$ cat src/rtl/alpha_scale_update_if.sv
// Handshake/data bundle between the alpha-determination FSM, alpha_scale_update and the
// state-vector writeback. The master drives alpha/gate info and observes the result.
interface alpha_scale_update_if #(
    parameter int unsigned NumQubit = 4
);
    logic                   done_alpha;
    logic signed [31:0]     alpha_r;
    logic signed [31:0]     alpha_i;
    logic                   initial_alpha_zero;
    logic [1:0]             reg_gate_type;
    logic [31:0]            reg_qubit_pos;
    logic [0:NumQubit-1]    basis_index_in;

    logic signed [31:0]     amp_out_r;
    logic signed [31:0]     amp_out_i;
    logic [0:NumQubit-1]    basis_index_out;
    logic                   amp_valid;
    logic                   busy;
    logic                   drop_err;

    modport master (
        output done_alpha,
        output alpha_r,
        output alpha_i,
        output initial_alpha_zero,
        output reg_gate_type,
        output reg_qubit_pos,
        output basis_index_in,
        input  amp_out_r,
        input  amp_out_i,
        input  basis_index_out,
        input  amp_valid,
        input  busy,
        input  drop_err
    );

    modport slave (
        input  done_alpha,
        input  alpha_r,
        input  alpha_i,
        input  initial_alpha_zero,
        input  reg_gate_type,
        input  reg_qubit_pos,
        input  basis_index_in,
        output amp_out_r,
        output amp_out_i,
        output basis_index_out,
        output amp_valid,
        output busy,
        output drop_err
    );
endinterface

$ cat src/rtl/alpha_scale_update.sv
// Scales Hadamard alpha by 1/sqrt2 (fixed point, round half up), passes other gates through,
// moves the basis index to its partner when needed and emits a 1-cycle amp_valid pulse.
module alpha_scale_update #(
    parameter int unsigned NumQubit = 4,
    parameter int unsigned FracBits = 16,
    parameter int unsigned InvSqrt2 = 46341
) (
    input logic                  clk,
    input logic                  rst_new,
    alpha_scale_update_if.slave  bus
);

    typedef enum logic [1:0] {
        StIdle,
        StMul,
        StRnd,
        StOut
    } state_e;

    localparam logic [1:0]         GateHadamard = 2'd0;
    localparam logic signed [63:0] ScaleW       = 64'(InvSqrt2);
    localparam logic signed [63:0] RoundBias    = 64'sd1 <<< (FracBits - 1);

    state_e              state_q, state_d;
    logic signed [31:0]  alpha_r_q, alpha_r_d;
    logic signed [31:0]  alpha_i_q, alpha_i_d;
    logic [31:0]         pos_q, pos_d;
    logic                iaz_q, iaz_d;
    logic [0:NumQubit-1] basis_q, basis_d;
    logic signed [63:0]  prod_r_q, prod_r_d;
    logic signed [63:0]  prod_i_q, prod_i_d;
    logic signed [31:0]  amp_r_q, amp_r_d;
    logic signed [31:0]  amp_i_q, amp_i_d;
    logic [0:NumQubit-1] basis_out_q, basis_out_d;
    logic                amp_valid_q, amp_valid_d;
    logic                drop_err_q, drop_err_d;

    logic signed [63:0]  alpha_ext_r, alpha_ext_i;
    logic signed [31:0]  amp_rnd_r, amp_rnd_i;
    logic [0:NumQubit-1] basis_flip;

    assign alpha_ext_r = 64'(alpha_r_q);
    assign alpha_ext_i = 64'(alpha_i_q);

    // Products are below 2^(FracBits+31), so the low word after the shift is exact.
    assign amp_rnd_r = 32'((prod_r_q + RoundBias) >>> FracBits);
    assign amp_rnd_i = 32'((prod_i_q + RoundBias) >>> FracBits);

    // Out-of-range positions match no bit, leaving the basis unchanged.
    always_comb begin
        basis_flip = basis_q;
        for (int unsigned i = 0; i < NumQubit; i++) begin
            if (iaz_q && (pos_q == 32'(i))) begin
                basis_flip[i] = ~basis_q[i];
            end
        end
    end

    always_comb begin
        state_d     = state_q;
        alpha_r_d   = alpha_r_q;
        alpha_i_d   = alpha_i_q;
        pos_d       = pos_q;
        iaz_d       = iaz_q;
        basis_d     = basis_q;
        prod_r_d    = prod_r_q;
        prod_i_d    = prod_i_q;
        amp_r_d     = amp_r_q;
        amp_i_d     = amp_i_q;
        basis_out_d = basis_out_q;
        amp_valid_d = 1'b0;
        drop_err_d  = drop_err_q;

        unique case (state_q)
            StIdle: begin
                if (bus.done_alpha) begin
                    alpha_r_d = bus.alpha_r;
                    alpha_i_d = bus.alpha_i;
                    pos_d     = bus.reg_qubit_pos;
                    iaz_d     = bus.initial_alpha_zero;
                    basis_d   = bus.basis_index_in;
                    if (bus.reg_gate_type == GateHadamard) begin
                        state_d = StMul;
                    end else begin
                        amp_r_d     = bus.alpha_r;
                        amp_i_d     = bus.alpha_i;
                        basis_out_d = bus.basis_index_in;
                        state_d     = StOut;
                    end
                end
            end
            StMul: begin
                prod_r_d = alpha_ext_r * ScaleW;
                prod_i_d = alpha_ext_i * ScaleW;
                state_d  = StRnd;
            end
            StRnd: begin
                amp_r_d     = amp_rnd_r;
                amp_i_d     = amp_rnd_i;
                basis_out_d = basis_flip;
                state_d     = StOut;
            end
            StOut: begin
                amp_valid_d = 1'b1;
                state_d     = StIdle;
            end
            default: state_d = StIdle;
        endcase

        // A strobe while busy is lost; flag it until the next reset.
        if (bus.done_alpha && (state_q != StIdle)) begin
            drop_err_d = 1'b1;
        end
    end

    always_ff @(posedge clk or negedge rst_new) begin
        if (!rst_new) begin
            state_q     <= StIdle;
            alpha_r_q   <= '0;
            alpha_i_q   <= '0;
            pos_q       <= '0;
            iaz_q       <= 1'b0;
            basis_q     <= '0;
            prod_r_q    <= '0;
            prod_i_q    <= '0;
            amp_r_q     <= '0;
            amp_i_q     <= '0;
            basis_out_q <= '0;
            amp_valid_q <= 1'b0;
            drop_err_q  <= 1'b0;
        end else begin
            state_q     <= state_d;
            alpha_r_q   <= alpha_r_d;
            alpha_i_q   <= alpha_i_d;
            pos_q       <= pos_d;
            iaz_q       <= iaz_d;
            basis_q     <= basis_d;
            prod_r_q    <= prod_r_d;
            prod_i_q    <= prod_i_d;
            amp_r_q     <= amp_r_d;
            amp_i_q     <= amp_i_d;
            basis_out_q <= basis_out_d;
            amp_valid_q <= amp_valid_d;
            drop_err_q  <= drop_err_d;
        end
    end

    assign bus.amp_out_r       = amp_r_q;
    assign bus.amp_out_i       = amp_i_q;
    assign bus.basis_index_out = basis_out_q;
    assign bus.amp_valid       = amp_valid_q;
    assign bus.busy            = (state_q != StIdle);
    assign bus.drop_err        = drop_err_q;

endmodule

$ cat src/flat_wrapper.sv
// flat-port wrapper written by rule: the top's interface ports become plain ports
module alpha_scale_update_flat 
#(
    parameter int unsigned NumQubit = 4,
    parameter int unsigned FracBits = 16,
    parameter int unsigned InvSqrt2 = 46341
)
  (clk, rst_new, bus_done_alpha, bus_alpha_r, bus_alpha_i, bus_initial_alpha_zero, bus_reg_gate_type, bus_reg_qubit_pos, bus_basis_index_in, bus_amp_out_r, bus_amp_out_i, bus_basis_index_out, bus_amp_valid, bus_busy, bus_drop_err);
  alpha_scale_update_if #(.NumQubit(NumQubit)) bus_i ();
  input logic clk;
  input logic rst_new;
  input wire logic [$bits(bus_i.done_alpha)-1:0] bus_done_alpha;
  input wire logic [$bits(bus_i.alpha_r)-1:0] bus_alpha_r;
  input wire logic [$bits(bus_i.alpha_i)-1:0] bus_alpha_i;
  input wire logic [$bits(bus_i.initial_alpha_zero)-1:0] bus_initial_alpha_zero;
  input wire logic [$bits(bus_i.reg_gate_type)-1:0] bus_reg_gate_type;
  input wire logic [$bits(bus_i.reg_qubit_pos)-1:0] bus_reg_qubit_pos;
  input wire logic [$bits(bus_i.basis_index_in)-1:0] bus_basis_index_in;
  output wire logic [$bits(bus_i.amp_out_r)-1:0] bus_amp_out_r;
  output wire logic [$bits(bus_i.amp_out_i)-1:0] bus_amp_out_i;
  output wire logic [$bits(bus_i.basis_index_out)-1:0] bus_basis_index_out;
  output wire logic [$bits(bus_i.amp_valid)-1:0] bus_amp_valid;
  output wire logic [$bits(bus_i.busy)-1:0] bus_busy;
  output wire logic [$bits(bus_i.drop_err)-1:0] bus_drop_err;
  assign bus_i.done_alpha = bus_done_alpha;
  assign bus_i.alpha_r = bus_alpha_r;
  assign bus_i.alpha_i = bus_alpha_i;
  assign bus_i.initial_alpha_zero = bus_initial_alpha_zero;
  assign bus_i.reg_gate_type = bus_reg_gate_type;
  assign bus_i.reg_qubit_pos = bus_reg_qubit_pos;
  assign bus_i.basis_index_in = bus_basis_index_in;
  assign bus_amp_out_r = bus_i.amp_out_r;
  assign bus_amp_out_i = bus_i.amp_out_i;
  assign bus_basis_index_out = bus_i.basis_index_out;
  assign bus_amp_valid = bus_i.amp_valid;
  assign bus_busy = bus_i.busy;
  assign bus_drop_err = bus_i.drop_err;
  alpha_scale_update #(.NumQubit(NumQubit), .FracBits(FracBits), .InvSqrt2(InvSqrt2)) u_core (.clk(clk), .rst_new(rst_new), .bus(bus_i));
endmodule
$ cat config.mk
export PLATFORM = sky130hd
export DESIGN_NAME = alpha_scale_update_flat
export DESIGN_NICKNAME = d
export VERILOG_FILES = /design/src/rtl/alpha_scale_update_if.sv /design/src/rtl/alpha_scale_update.sv /design/src/flat_wrapper.sv
export SDC_FILE = /design/constraint.sdc
export NUM_CORES = 2
export LEC_CHECK = 0
export ABC_AREA = 1
export BUFFER_PORTS_ARGS = -buffer_cell sky130_fd_sc_hd__buf_2
export CAP_MARGIN = 20
export CORE_MARGIN = 2
export CORE_UTILIZATION = 48
export CTS_BUF_LIST = sky130_fd_sc_hd__clkbuf_2 sky130_fd_sc_hd__clkbuf_4 sky130_fd_sc_hd__clkbuf_8
export DETAILED_ROUTE_END_ITERATION = 16
export PLACE_DENSITY = 0.75
export REMOVE_ABC_BUFFERS = 1
export SLEW_MARGIN = 25
export SYNTH_ARGS = -nofsm -noshare
export SYNTH_HDL_FRONTEND = slang
export SYNTH_SLANG_ARGS = --single-unit
export TNS_END_PERCENT = 30
$ cat constraint.sdc
create_clock -name clk -period 16.15 [get_ports clk]
set_input_delay 2.4225 -clock clk [delete_from_list [all_inputs] [get_ports clk]]
set_output_delay 2.4225 -clock clk [all_outputs]
set_load 0.02 [all_outputs]
# ---- After elaboration in Yosys (flattened, before gate mapping)
# Cells that the tools add are included.
dict set report word_totals {
  ff_bits 269
  input_bits 106
  output_inout_bits 71
  wordCells 58
}
dict set report classes {
  addsub 2
  multipliers 2
  n_eq_ne 8
  muxes 17
  bitwise_logic 4
  n_reduce_logical 12
}
# op n
set ops {}
lappend ops {{$mux W32} 4}
lappend ops {{$pmux W32 S2} 2}
lappend ops {{$add A48 B17 Y48 const B} 2}
lappend ops {{$mul A32 B17 Y48 const B} 2}
lappend ops {{$eq A32 B2 Y1 const B} 2}
lappend ops {{$eq A32 B1 Y1 const B} 1}
lappend ops {{$logic_not A32 Y1} 1}
lappend ops {{$mux W4} 2}
lappend ops {{$pmux W2 S4} 1}
lappend ops {{$pmux W4 S2} 1}
lappend ops {{$logic_and A1 B1 Y1} 5}
lappend ops {{$mux W1} 5}
lappend ops {{$eq A2 B2 Y1 const B} 2}
lappend ops {{$logic_not A2 Y1} 2}
lappend ops {{$mux W2} 2}
lappend ops {{$ne A2 B2 Y1 const B} 2}
lappend ops {{$not A1 Y1} 4}
lappend ops {{$reduce_bool A2 Y1} 2}
lappend ops {{$reduce_and A3 Y1} 1}
lappend ops {{$eq A2 B1 Y1 const B} 1}
lappend ops {{$reduce_and A2 Y1} 1}

# ---- Longest topological paths before layout
dict set report logic_depth {
  ltp_word 4
  ltp_mapped 26
  depth_no_buf 26
}

# ---- Worst setup path after synthesis
# No wires, ideal clock.
dict set report synth_timing {
  path_type {reg2reg}
  start {register u_core.alpha_r_q[31]}
  end {register u_core.prod_r_q[44]}
  setup_time_ps 118
  arrival_ps 5106
  required_time_ps 16032
  setup_slack_ps 10926
  stages_incl_launch_ff 22
  n_path_buf 0
  period_less_slack_ps 5224
  cell_sequence {dfrtp_1 > ha_1 > fa_1 > inv_1 > fa_1 > fa_1 > fa_1 > inv_1 > fa_1 > inv_1 > ha_1 > nand2_1 > nor2_1 > inv_1 > nor2_1 > nand2_1 > nor2_1 > nand2_1 > nand3_1 > nand2_1 > nand3_1 > nand2_1}
}
dict set report synth_via {
  elab_chain_len 1
}
# item line
set synth_lines {}
lappend synth_lines {{start: declaration} alpha_scale_update.sv:25} ;# logic signed [31:0] alpha_r_q, alpha_r_d;
lappend synth_lines {{start signal: assignment} alpha_scale_update.sv:133} ;# alpha_r_q <= alpha_r_d;
lappend synth_lines {{$mul A32 B17 Y48} alpha_scale_update.sv:93} ;# prod_r_d = alpha_ext_r * ScaleW;
lappend synth_lines {{end signal: assignment} alpha_scale_update.sv:138} ;# prod_r_q <= prod_r_d;
lappend synth_lines {{end: declaration} alpha_scale_update.sv:30} ;# logic signed [63:0] prod_r_q, prod_r_d;
# Every way passes these cells.
# A chain may end at the register's enable or synchronous reset.

# ---- Final worst setup path
dict set report layout_timing {
  start {register u_core.alpha_i_q[31]}
  end {register u_core.prod_i_q[46]}
}
dict set report layout_via {
  elab_chain_len 1
}
# item line
set layout_lines {}
lappend layout_lines {{start: declaration} alpha_scale_update.sv:26} ;# logic signed [31:0] alpha_i_q, alpha_i_d;
lappend layout_lines {{start signal: assignment} alpha_scale_update.sv:134} ;# alpha_i_q <= alpha_i_d;
lappend layout_lines {{$mul A32 B17 Y48} alpha_scale_update.sv:94} ;# prod_i_d = alpha_ext_i * ScaleW;
lappend layout_lines {{end signal: assignment} alpha_scale_update.sv:139} ;# prod_i_q <= prod_i_d;
lappend layout_lines {{end: declaration} alpha_scale_update.sv:31} ;# logic signed [63:0] prod_i_q, prod_i_d;
# Every way passes these cells.

==> summary.md <==
| Metric | Value |
|---|---|
| Slowest stage cell, crit path | sky130_fd_sc_hd__dfrtp_1 |
| Initial Utilization | 0.483 |
| Placed instance count | 5,163 |
| Worst min-delay path startpoint | u_core.bus.drop_err |
| Critical path required time | 16,680 ps |
| Die area | 68,000 µm² |
| Register area share after synthesis | 0.189 |
| Critical Path Fanout Max | 22 |
| DRT Pass-1 Iters | 6 |
| CTS tree | built |
| First-pass GRT wire length | 140,000 µm |
| Cells along the critical path | buf_4 > ha_1 > fa_1 > inv_1 > fa_1 > fa_1 > fa_1 > inv_1 > fa_1 > inv_1 > ha_1 > nand2_1 > nor2_1 > nand2_1 > nor2_1 > nand3_1 > nand3_1 > nand2_1 > nand3_1 > nand2_1 |
| Antenna violations before repair | 7 |
| Fin crit share | 0.345 |
| Max-slew violation count | 0 |
| H-tree depth reported by CTS | 2 |
| Post-Synthesis Cell Area | 31,600 µm² |
| Number of cells on the critical path | 20 |
| Final weighted congestion in routability-driven placement | 0.951 |
| Hold EP | u_core.bus.drop_err |
| Via-to-Cell Ratio | 5.00 |
| Average wire per standard cell | 16.5 µm |
| Vias | 26,200 |
| Quantity of hold-fixing buffers added after cts | 0 |
| Endpoint class of the critical path | register |
| Via count of the first global-routing pass | 26,300 |
| Depth of the worst hold-timing path | 1 |
| Pin slew with the least headroom to its limit | 1010 ps |
| Clock Skews | 46.0 ps |
| Crit path max-delay family | adder cells |
| Number of hold violations in the final report | 0 |
| DRC marker count from the first detailed-route iteration | 1,970 |
| Remaining max-slew budget at the tightest pin | 0.318 |
| Area fraction of the dominant cell type after synthesis | 0.201 |
| Number of cells in the finished layout apart from fillers | 5,247 |
| Mapped Avg Cell Area | 7.58 µm² |
| Minimum clock period | 5570 ps |
| EDFF count, synth | 0 |
| Die boundary width | 261 µm |
| Area of the core | 65,500 µm² |
| Pin count of the biggest net entering global routing | 128 |
| Area contributors post-synth | sky130_fd_sc_hd__fa_1, sky130_fd_sc_hd__dfrtp_1, sky130_fd_sc_hd__ha_1, sky130_fd_sc_hd__inv_1, sky130_fd_sc_hd__nand2_1 |
| Main synth FF type | sky130_fd_sc_hd__dfrtp_1 |
| Async set-or-reset flop fraction in the synthesized netlist | 1.00 |
| Critical register-to-register path startpoint | u_core.alpha_i_q[31] |
| Crit path largest cell delay | 620 ps |
| Run status | complete, no violations |
| Synth area leader | sky130_fd_sc_hd__fa_1 |
| Worst Setup Path Type | register to register |
| Depth of the worst register-to-register path | 20 |
| Achievable clock frequency | 0.179 GHz |
| Clk sinks | 239 |
| Setup bufs post-CTS | 0 |
| Number of buffers on the longest clock path | 3 |
| Worst path arrival time | 6100 ps |
| Final wirelength | 86,800 µm |
| Crit Reg-Reg Endpoint | u_core.prod_i_q[46] |
| Gate count after technology mapping | 4,173 |
| Port-buffer cells | 176 |
| Setup_tns | 0 ps |
| Post-CTS Resized | 0 |
| Final layout net count | 5,222 |
| #FFs+latches synth | 239 |
| Number of buffer and inverter instances along the worst setup path | 4 |
| Clock-pin slew reported for the worst setup and hold paths after clock tree synthesis | 70 ps |
| Total number of yosys warnings | 0 |
| Worst Hold Class | register to register |
| Final-report setup violation count | 0 |
| Number of I/O pins | 177 |
| Unique cell type count in the Yosys netlist | 47 |
| Clock insertion delay at the later pin of the skew report | 640 ps |
| Total track usage | 0.264 |
| Count of maximum capacitance violations | 0 |
| DP HPWL | 72,300 µm |
| TritonCTS buffer count | 47 |
| Placement row count | 94 |
| Number of remaining DRC errors | 0 |
| Reg2Reg Setup Slack | 10,580 ps |
| Most Frequent Cell on Critical Path | sky130_fd_sc_hd__fa_1 |
| Residual overflow from global routing | 0 |
| Clock tree root buffer cell | sky130_fd_sc_hd__clkbuf_8 |
| Setup repair after global routing missed its margin | false |
| Final antenna-violating net count | 0 |
| Fraction of layout cells with a size suffix above 1 | 0.0899 |
| Synthesis-to-layout area growth | 9.15% |
| Die extent in y | 261 µm |
| Kind of start point of the critical path | register |
## sequential cells by signal (all words and copies together), names as in the netlist
register / flops
u_core.bus.basis_index_out: 4
u_core.prod_r_q: 33
u_core.alpha_r_q: 32
u_core.bus.amp_out_i: 32
u_core.bus.drop_err: 1
u_core.alpha_i_q: 32
u_core.pos_q: 32
u_core.state_q: 2
u_core.bus.amp_out_r: 32
u_core.bus.amp_valid: 1
u_core.prod_i_q: 33
u_core.iaz_q: 1
u_core.basis_q: 4
## per-stage QoR
step | setup WS [ps] | hold slack, ps | cell area (µm²) | util
2_1_floorplan | 10740 | 464 | 31400 | -
3_3_place_gp | 10690 | 436 | 33400 | 0.511
3_5_place_dp | 10640 | 442 | 33400 | 0.511
4_1_cts | 10620 | 457 | 34500 | 0.527
5_1_grt | 10180 | 488 | 34500 | 0.527
6_report | 10580 | 456 | 34500 | 0.527
## cell families after synthesis
family / Yosys count / share of synthesized area
buffers and inverters: 1176 / 0.140
AOI/OAI and AO/OA: 268 / 0.0447
DFF: 239 / 0.189
and+or+nand+nor: 1613 / 0.212
xor gates and xnor gates: 55 / 0.0152
adders and majority gates: 768 / 0.379
muxes: 54 / 0.0192
## worst max path at each step
stage / from / to / slack (ps)
after CTS: u_core.alpha_r_q[31] / u_core.prod_r_q[46] / 10620
final: u_core.alpha_i_q[31] / u_core.prod_i_q[46] / 10580
after global routing: u_core.alpha_r_q[31] / u_core.prod_r_q[46] / 10180
after global placement: u_core.alpha_i_q[31] / u_core.prod_i_q[46] / 10690
after floorplan: bus_done_alpha / u_core.alpha_i_q[0] / 10740
after detailed placement: u_core.alpha_i_q[31] / u_core.prod_i_q[46] / 10640
## cell usage after synthesis, types with 2 or more instances
cell type and n:
sky130_fd_sc_hd__or2_0 10, sky130_fd_sc_hd__clkbuf_1 39, sky130_fd_sc_hd__o211ai_1 8, sky130_fd_sc_hd__nand3_1 167
sky130_fd_sc_hd__xor2_1 35, sky130_fd_sc_hd__dfrtp_1 239, sky130_fd_sc_hd__nor3_2 5, sky130_fd_sc_hd__nor4_1 17
sky130_fd_sc_hd__o21ai_1 24, sky130_fd_sc_hd__nand2_1 1072, sky130_fd_sc_hd__o21ai_0 96, sky130_fd_sc_hd__a21oi_1 120
sky130_fd_sc_hd__nand3_2 3, sky130_fd_sc_hd__nor3_1 18, sky130_fd_sc_hd__buf_1 2, sky130_fd_sc_hd__nor2_2 12
sky130_fd_sc_hd__inv_2 15, sky130_fd_sc_hd__nor2_4 8, sky130_fd_sc_hd__buf_2 16, sky130_fd_sc_hd__fa_1 318
sky130_fd_sc_hd__ha_1 450, sky130_fd_sc_hd__buf_4 2, sky130_fd_sc_hd__xnor2_1 20, sky130_fd_sc_hd__and3_1 2
sky130_fd_sc_hd__a31oi_1 3, sky130_fd_sc_hd__nand3b_1 6, sky130_fd_sc_hd__mux2_2 54, sky130_fd_sc_hd__inv_1 1101
sky130_fd_sc_hd__nor3b_1 2, sky130_fd_sc_hd__o21bai_1 11, sky130_fd_sc_hd__nor2_1 238, sky130_fd_sc_hd__nand4_1 28
sky130_fd_sc_hd__or2_2 12, sky130_fd_sc_hd__nand2_2 7
## area by class of cell
| class | count | area (µm²) |
|---|---|---|
| diodes | 2 | 5.00 |
| clock buffers | 63 | 817 |
| clock inverters | 19 | 253 |
| fillers | 6298 | 31000 |
| inverters | 1116 | 4190 |
| multi-input cells | 2758 | 21200 |
| flip-flops and latches | 239 | 5980 |
| well taps | 864 | 1080 |
| repair buffers | 186 | 978 |
## cell usage in the layout, fill, tap and decap left out, drive strengths merged, types with 29 or more instances in the layout
cell type     n
ha          450
nor2        259
xor2         35
mux2         54
dfrtp       239
inv        1117
nand3       170
a21oi       120
fa          318
clkbuf       63
o21ai       120
nand4        29
buf         186
nand2      1080
## routing by layer
| metal | global-route usage | wire, µm |
|---|---|---|
| met1 | 0.376 | 40400 |
| met2 | 0.412 | 37400 |
| met3 | 0.0604 | 7250 |
| met4 | 0.0538 | 1700 |
| met5 | 0 | 60 |
Power is left out: the tool's default activity adds up to more than one toggle a clock period on the data nets, which glitch-free logic cannot reach.
